<file path="config.mk">
export PLATFORM = sky130hd
export DESIGN_NAME = lcd_bus_arbiter
export DESIGN_NICKNAME = d
export VERILOG_FILES = /design/src/rtl/lcd_bus_arbiter.sv
export SDC_FILE = /design/constraint.sdc
export NUM_CORES = 1
export LEC_CHECK = 0
export ABC_AREA = 1
export CELL_PAD_IN_SITES_DETAIL_PLACEMENT = 1
export CELL_PAD_IN_SITES_GLOBAL_PLACEMENT = 2
export CORE_UTILIZATION = 33
export CTS_CLUSTER_SIZE = 24
export DETAILED_ROUTE_END_ITERATION = 16
export PLACE_DENSITY = 0.93
export REMOVE_ABC_BUFFERS = 1
export SYNTH_ARGS = -nofsm -noshare
export SYNTH_HDL_FRONTEND = slang
export SYNTH_SLANG_ARGS = --single-unit
</file>
<file path="constraint.sdc">
create_clock -name clk -period 3.75 [get_ports clk]
set_input_delay 0.75 -clock clk [delete_from_list [all_inputs] [get_ports clk]]
set_output_delay 0.75 -clock clk [all_outputs]
set_load 0.01 [all_outputs]
</file>
<file path="src/rtl/lcd_bus_arbiter.sv">
// lcd_bus_arbiter
//   Arbitrates the shared LCD2 parallel bus between the CPU bit-bang path and the
//   hardware frame-push engine. The owner changes only while the bus is idle, and a
//   programmable tristate dead-time separates owners. Ties are broken round-robin.
//   A hold limit can ask a long HW push to yield to a waiting CPU.
//
// Parameters
//   DEAD_CYCLES  tristate cycles inserted before every grant (0 = none)
//   HW_MAX_HOLD  HW ownership cycles before hw_yield may rise (0 = no limit)
//   HOLD_W       width of the hold and dead-time counters
//
// Ports
//   clk          system clock
//   rst_n        synchronous active-low reset
//   cpu_req      CPU bus request, level-held
//   hw_req       HW engine bus request, level-held
//   lcd2_cs_cpu  CPU-side chip select, active-low (1 = idle)
//   lcd2_cs_hw   HW-side chip select, active-low (1 = idle)
//   cpu_gnt      CPU owns the bus
//   hw_gnt       HW owns the bus
//   hw_yield     advisory request for HW to finish and drop hw_req
//   enable       owner select to the bus switch: 00 tristate, 01 CPU, 10 HW
//   busy         arbiter not idle
//
// All outputs are registered and are updated in the same block as the state, so each
// output reflects the state being entered on that edge.

module lcd_bus_arbiter #(
    parameter int unsigned DEAD_CYCLES = 2,
    parameter int unsigned HW_MAX_HOLD = 0,
    parameter int unsigned HOLD_W      = 16
) (
    input  logic       clk,
    input  logic       rst_n,
    input  logic       cpu_req,
    input  logic       hw_req,
    input  logic       lcd2_cs_cpu,
    input  logic       lcd2_cs_hw,
    output logic       cpu_gnt,
    output logic       hw_gnt,
    output logic       hw_yield,
    output logic [1:0] enable,
    output logic       busy
);

    typedef enum logic [2:0] {
        StIdle,
        StDead,
        StGrantCpu,
        StGrantHw,
        StDrain
    } state_e;

    localparam logic [1:0] EnOff = 2'b00;
    localparam logic [1:0] EnCpu = 2'b01;
    localparam logic [1:0] EnHw  = 2'b10;

    localparam logic [HOLD_W-1:0] DeadInit  = HOLD_W'(DEAD_CYCLES);
    localparam logic [HOLD_W-1:0] HoldLimit = HOLD_W'(HW_MAX_HOLD);
    localparam logic [HOLD_W-1:0] CntOne    = HOLD_W'(1);

    state_e            state;
    logic              target_hw;   // pending or current owner: 1 = HW, 0 = CPU
    logic              last_hw;     // last granted owner: 1 = HW, 0 = CPU
    logic [HOLD_W-1:0] dead_cnt;
    logic [HOLD_W-1:0] hold_cnt;

    logic              winner_hw;
    logic              owner_req;
    logic              owner_cs;
    logic [HOLD_W-1:0] hold_inc;

    // A lone request wins; on a tie the side that did not own the bus last wins.
    assign winner_hw = hw_req & (~cpu_req | ~last_hw);
    assign owner_req = target_hw ? hw_req : cpu_req;
    assign owner_cs  = target_hw ? lcd2_cs_hw : lcd2_cs_cpu;
    assign hold_inc  = (&hold_cnt) ? hold_cnt : hold_cnt + CntOne;

    always_ff @(posedge clk) begin
        if (!rst_n) begin
            state     <= StIdle;
            target_hw <= 1'b0;
            last_hw   <= 1'b0;
            dead_cnt  <= '0;
            hold_cnt  <= '0;
            enable    <= EnOff;
            cpu_gnt   <= 1'b0;
            hw_gnt    <= 1'b0;
            hw_yield  <= 1'b0;
            busy      <= 1'b0;
        end else begin
            unique case (state)
                StIdle: begin
                    if (cpu_req || hw_req) begin
                        target_hw <= winner_hw;
                        busy      <= 1'b1;
                        if (DEAD_CYCLES == 0) begin
                            state    <= winner_hw ? StGrantHw : StGrantCpu;
                            last_hw  <= winner_hw;
                            hold_cnt <= '0;
                            hw_yield <= 1'b0;
                            enable   <= winner_hw ? EnHw : EnCpu;
                            cpu_gnt  <= ~winner_hw;
                            hw_gnt   <= winner_hw;
                        end else begin
                            state    <= StDead;
                            dead_cnt <= DeadInit;
                        end
                    end
                end

                StDead: begin
                    if (!owner_req) begin
                        // Target gave up during the dead-time: re-arbitrate from idle.
                        state    <= StIdle;
                        dead_cnt <= '0;
                        busy     <= 1'b0;
                    end else if (dead_cnt <= CntOne) begin
                        state    <= target_hw ? StGrantHw : StGrantCpu;
                        dead_cnt <= '0;
                        last_hw  <= target_hw;
                        hold_cnt <= '0;
                        hw_yield <= 1'b0;
                        enable   <= target_hw ? EnHw : EnCpu;
                        cpu_gnt  <= ~target_hw;
                        hw_gnt   <= target_hw;
                    end else begin
                        dead_cnt <= dead_cnt - CntOne;
                    end
                end

                StGrantCpu: begin
                    if (!cpu_req) begin
                        state   <= StDrain;
                        cpu_gnt <= 1'b0;
                    end
                end

                StGrantHw: begin
                    if (!hw_req) begin
                        state    <= StDrain;
                        hw_gnt   <= 1'b0;
                        hw_yield <= 1'b0;
                    end else begin
                        hold_cnt <= hold_inc;
                        // Sticky until GRANT_HW is left; judged on the count being entered.
                        if ((HW_MAX_HOLD != 0) && cpu_req && (hold_inc >= HoldLimit)) begin
                            hw_yield <= 1'b1;
                        end
                    end
                end

                StDrain: begin
                    // enable keeps the owner value until its chip select goes idle.
                    if (owner_cs) begin
                        state  <= StIdle;
                        enable <= EnOff;
                        busy   <= 1'b0;
                    end
                end

                default: begin
                    state   <= StIdle;
                    enable  <= EnOff;
                    cpu_gnt <= 1'b0;
                    hw_gnt  <= 1'b0;
                    busy    <= 1'b0;
                end
            endcase
        end
    end

endmodule

</file>
==> results.md <==
- Outcome: finished clean
- First-pass GRT wire length: 6.60 mm
- Vias per inst: 4.73
- Routed len/inst: 12.5 um
- Gate Count Post-Synth: 241
- Tmin final: 2030 ps
- Crit path DAT: 2240 ps
- Depth of the CTS H-tree: 1
- All-layer global routing usage: 16.9%
- Fmax: 492 MHz
- Post-route DRC: 0
- DR pass1 iterations: 4
- Setup bufs post-CTS: 0
- Placer Congestion: 0.773
- Share of cells above drive strength 1: 8.76%
- Ys async rst share: 0%
- Sequential share of the synthesized area: 34.3%
- Routed Antenna Nets: 0
- Slew Viols, Final: 0
- Largest net degree at the start of global routing: 15
- RSZ-0062 raised after global routing: no
- Die Y: 69.8 um
- Number of global-route vias before repair: 1469
- Top Ports: 12
- HP Class: reg -> reg
- Clock Latency Late Sink: 270 ps
- Total grt overflow: 0
- Flops & latches, synth: 26
- Die footprint: 4870 sq um
- Placed cells: 299
- Initial Utilization: 34.6%
- Top post-synthesis cells by area: dfxtp_1, nand2_1, nor2_1, inv_1, nand3_1
- Most frequent cells in the layout: nand2_1, nor2_1, inv_1
- Hold Buf Count CTS: 0
- Clk_skew: 2.54 ps
- Distinct cells, synth: 26
- CTS root buf: clkbuf_8
- Area grow syn2layout: 12.3%
- CP max FO: 11
- Yosys warnings: 0
- CP Launch Type: primary input
- CP Capture Type: flop
- Starting DRT DRC Count: 84
- Die width: 69.8 um
- # diodes: 0
- Core Box Area: 4380 sq um
- TNS Setup: 0 ps
- I/O Buffers: 10
- Period utilization: 54.2%
- Detailed placement HPWL: 3.00 mm
- Syn Area/Cell: 6.30 sq um
- Post-synth EDFFs: 0
- Row cnt: 24
- Yosys top cell area share: 34.3%
- Total CTS buffers: 3
- TritonCTS clock tree: done
- Nets: 260
- Fillcell total: 604
- Synth Cell Area: 1520 sq um
- Maximum clock path buffer count: 2
- WP data required: 3960 ps
- Final setup vio count: 0
- Antenna violations before repair: 0
- Leading area contributor after synthesis: dfxtp_1
- Vias: 1432
- CTS Sinks: 26
- WL final: 3.78 mm
- Fin cells: 303
- Main synth FF type: dfxtp_1
- Fin. Hold Viols: 0
- Commonest non-fill, non-tap cell in the layout: nand2_1
- Clock transition at the registers of the reported paths: 90 ps
- Number of gates resized after cts: 0
- Critical path type: in -> reg
- Max-cap violations: 0
==> layer usage <==
metal | vias to the layer above | wire length (um) | GRT usage, % | share of wire (%)
li1 | 771 | - | - | -
met1 | 647 | 1930 | 22.1 | 51
met2 | 10 | 1730 | 28.4 | 46
met3 | 4 | 65 | 3.49 | 1.7
met4 | 0 | 46 | 4.22 | 1.2
met5 | - | 0 | 0 | 0
==> critical path, cell delays in order <==
cell	delay [ps]
clkdlybuf4s50_1	480
inv_1	100
o21ai_2	180
inv_1	110
nor2_4	120
nand2_2	100
nand2_1	80
nand2_2	170
a21oi_1	160
==> kinds of logic (layout without fill, tap and decap cells) <==
kind of cell | count (synthesis) | in the layout | share of synthesized area, %
buffers and inverters | 41 | 51 | 11.4
AO/OA/AOI/OAI | 24 | 24 | 8.66
AND/OR/NAND/NOR | 143 | 143 | 41.5
adder cells (fa/ha/maj) | 2 | 2 | 1.65
XOR/XNOR | 4 | 4 | 2.31
flip-flops | 26 | 26 | 34.3
other | 1 | 1 | 0.247
==> sequential cells by signal (all words and copies together) (netlist names) <==
register	flops
busy	1
enable	2
dead_cnt	16
state	3
target_hw	1
hw_gnt	1
last_hw	1
cpu_gnt	1
==> cell type report <==
type | instances | area (sq um) | share of cell area (%)
clock buffers | 4 | 55.1 | 3.23
inverters | 37 | 139 | 8.15
multi-input cells | 174 | 825 | 48.4
flip-flops and latches | 26 | 520 | 30.5
well taps | 52 | 65.1 | 3.82
repair buffers | 10 | 100 | 5.87
==> per-stage QoR <==
step	setup WS (ps)	utilization [%]	cell area (sq um)	hold WS, ps
6_report	1720	38.9	1700	468
3_3_place_gp	1430	37.6	1650	447
3_5_place_dp	1440	37.6	1650	458
5_1_grt	1560	38.9	1700	501
4_1_cts	1720	38.9	1700	480
2_1_floorplan	2170	-	1480	441
==> final timing paths <==
kind	start	to	slack, ps	cells after the start
worst min-delay path	hw_gnt	hw_gnt	470	2
worst min register to register	hw_gnt	hw_gnt	470	2
worst max register to register	dead_cnt[0]	dead_cnt[3]	1930	11
worst max-delay path	cpu_req	dead_cnt[4]	1720	9
==> Yosys cell counts (2+ instances only) <==
cell / instances
nand3_1: 17
a21oi_1: 16
dfxtp_1: 26
nand4_1: 6
nor2_2: 3
nand2_2: 8
ha_1: 2
nand2_1: 62
inv_2: 3
o21ai_0: 4
nor2_1: 36
buf_6: 2
inv_1: 34
nor3_1: 7
xor2_1: 4
Power is not shown: default switching activity piles up to over one toggle a cycle in this logic, so the estimate is an artifact.
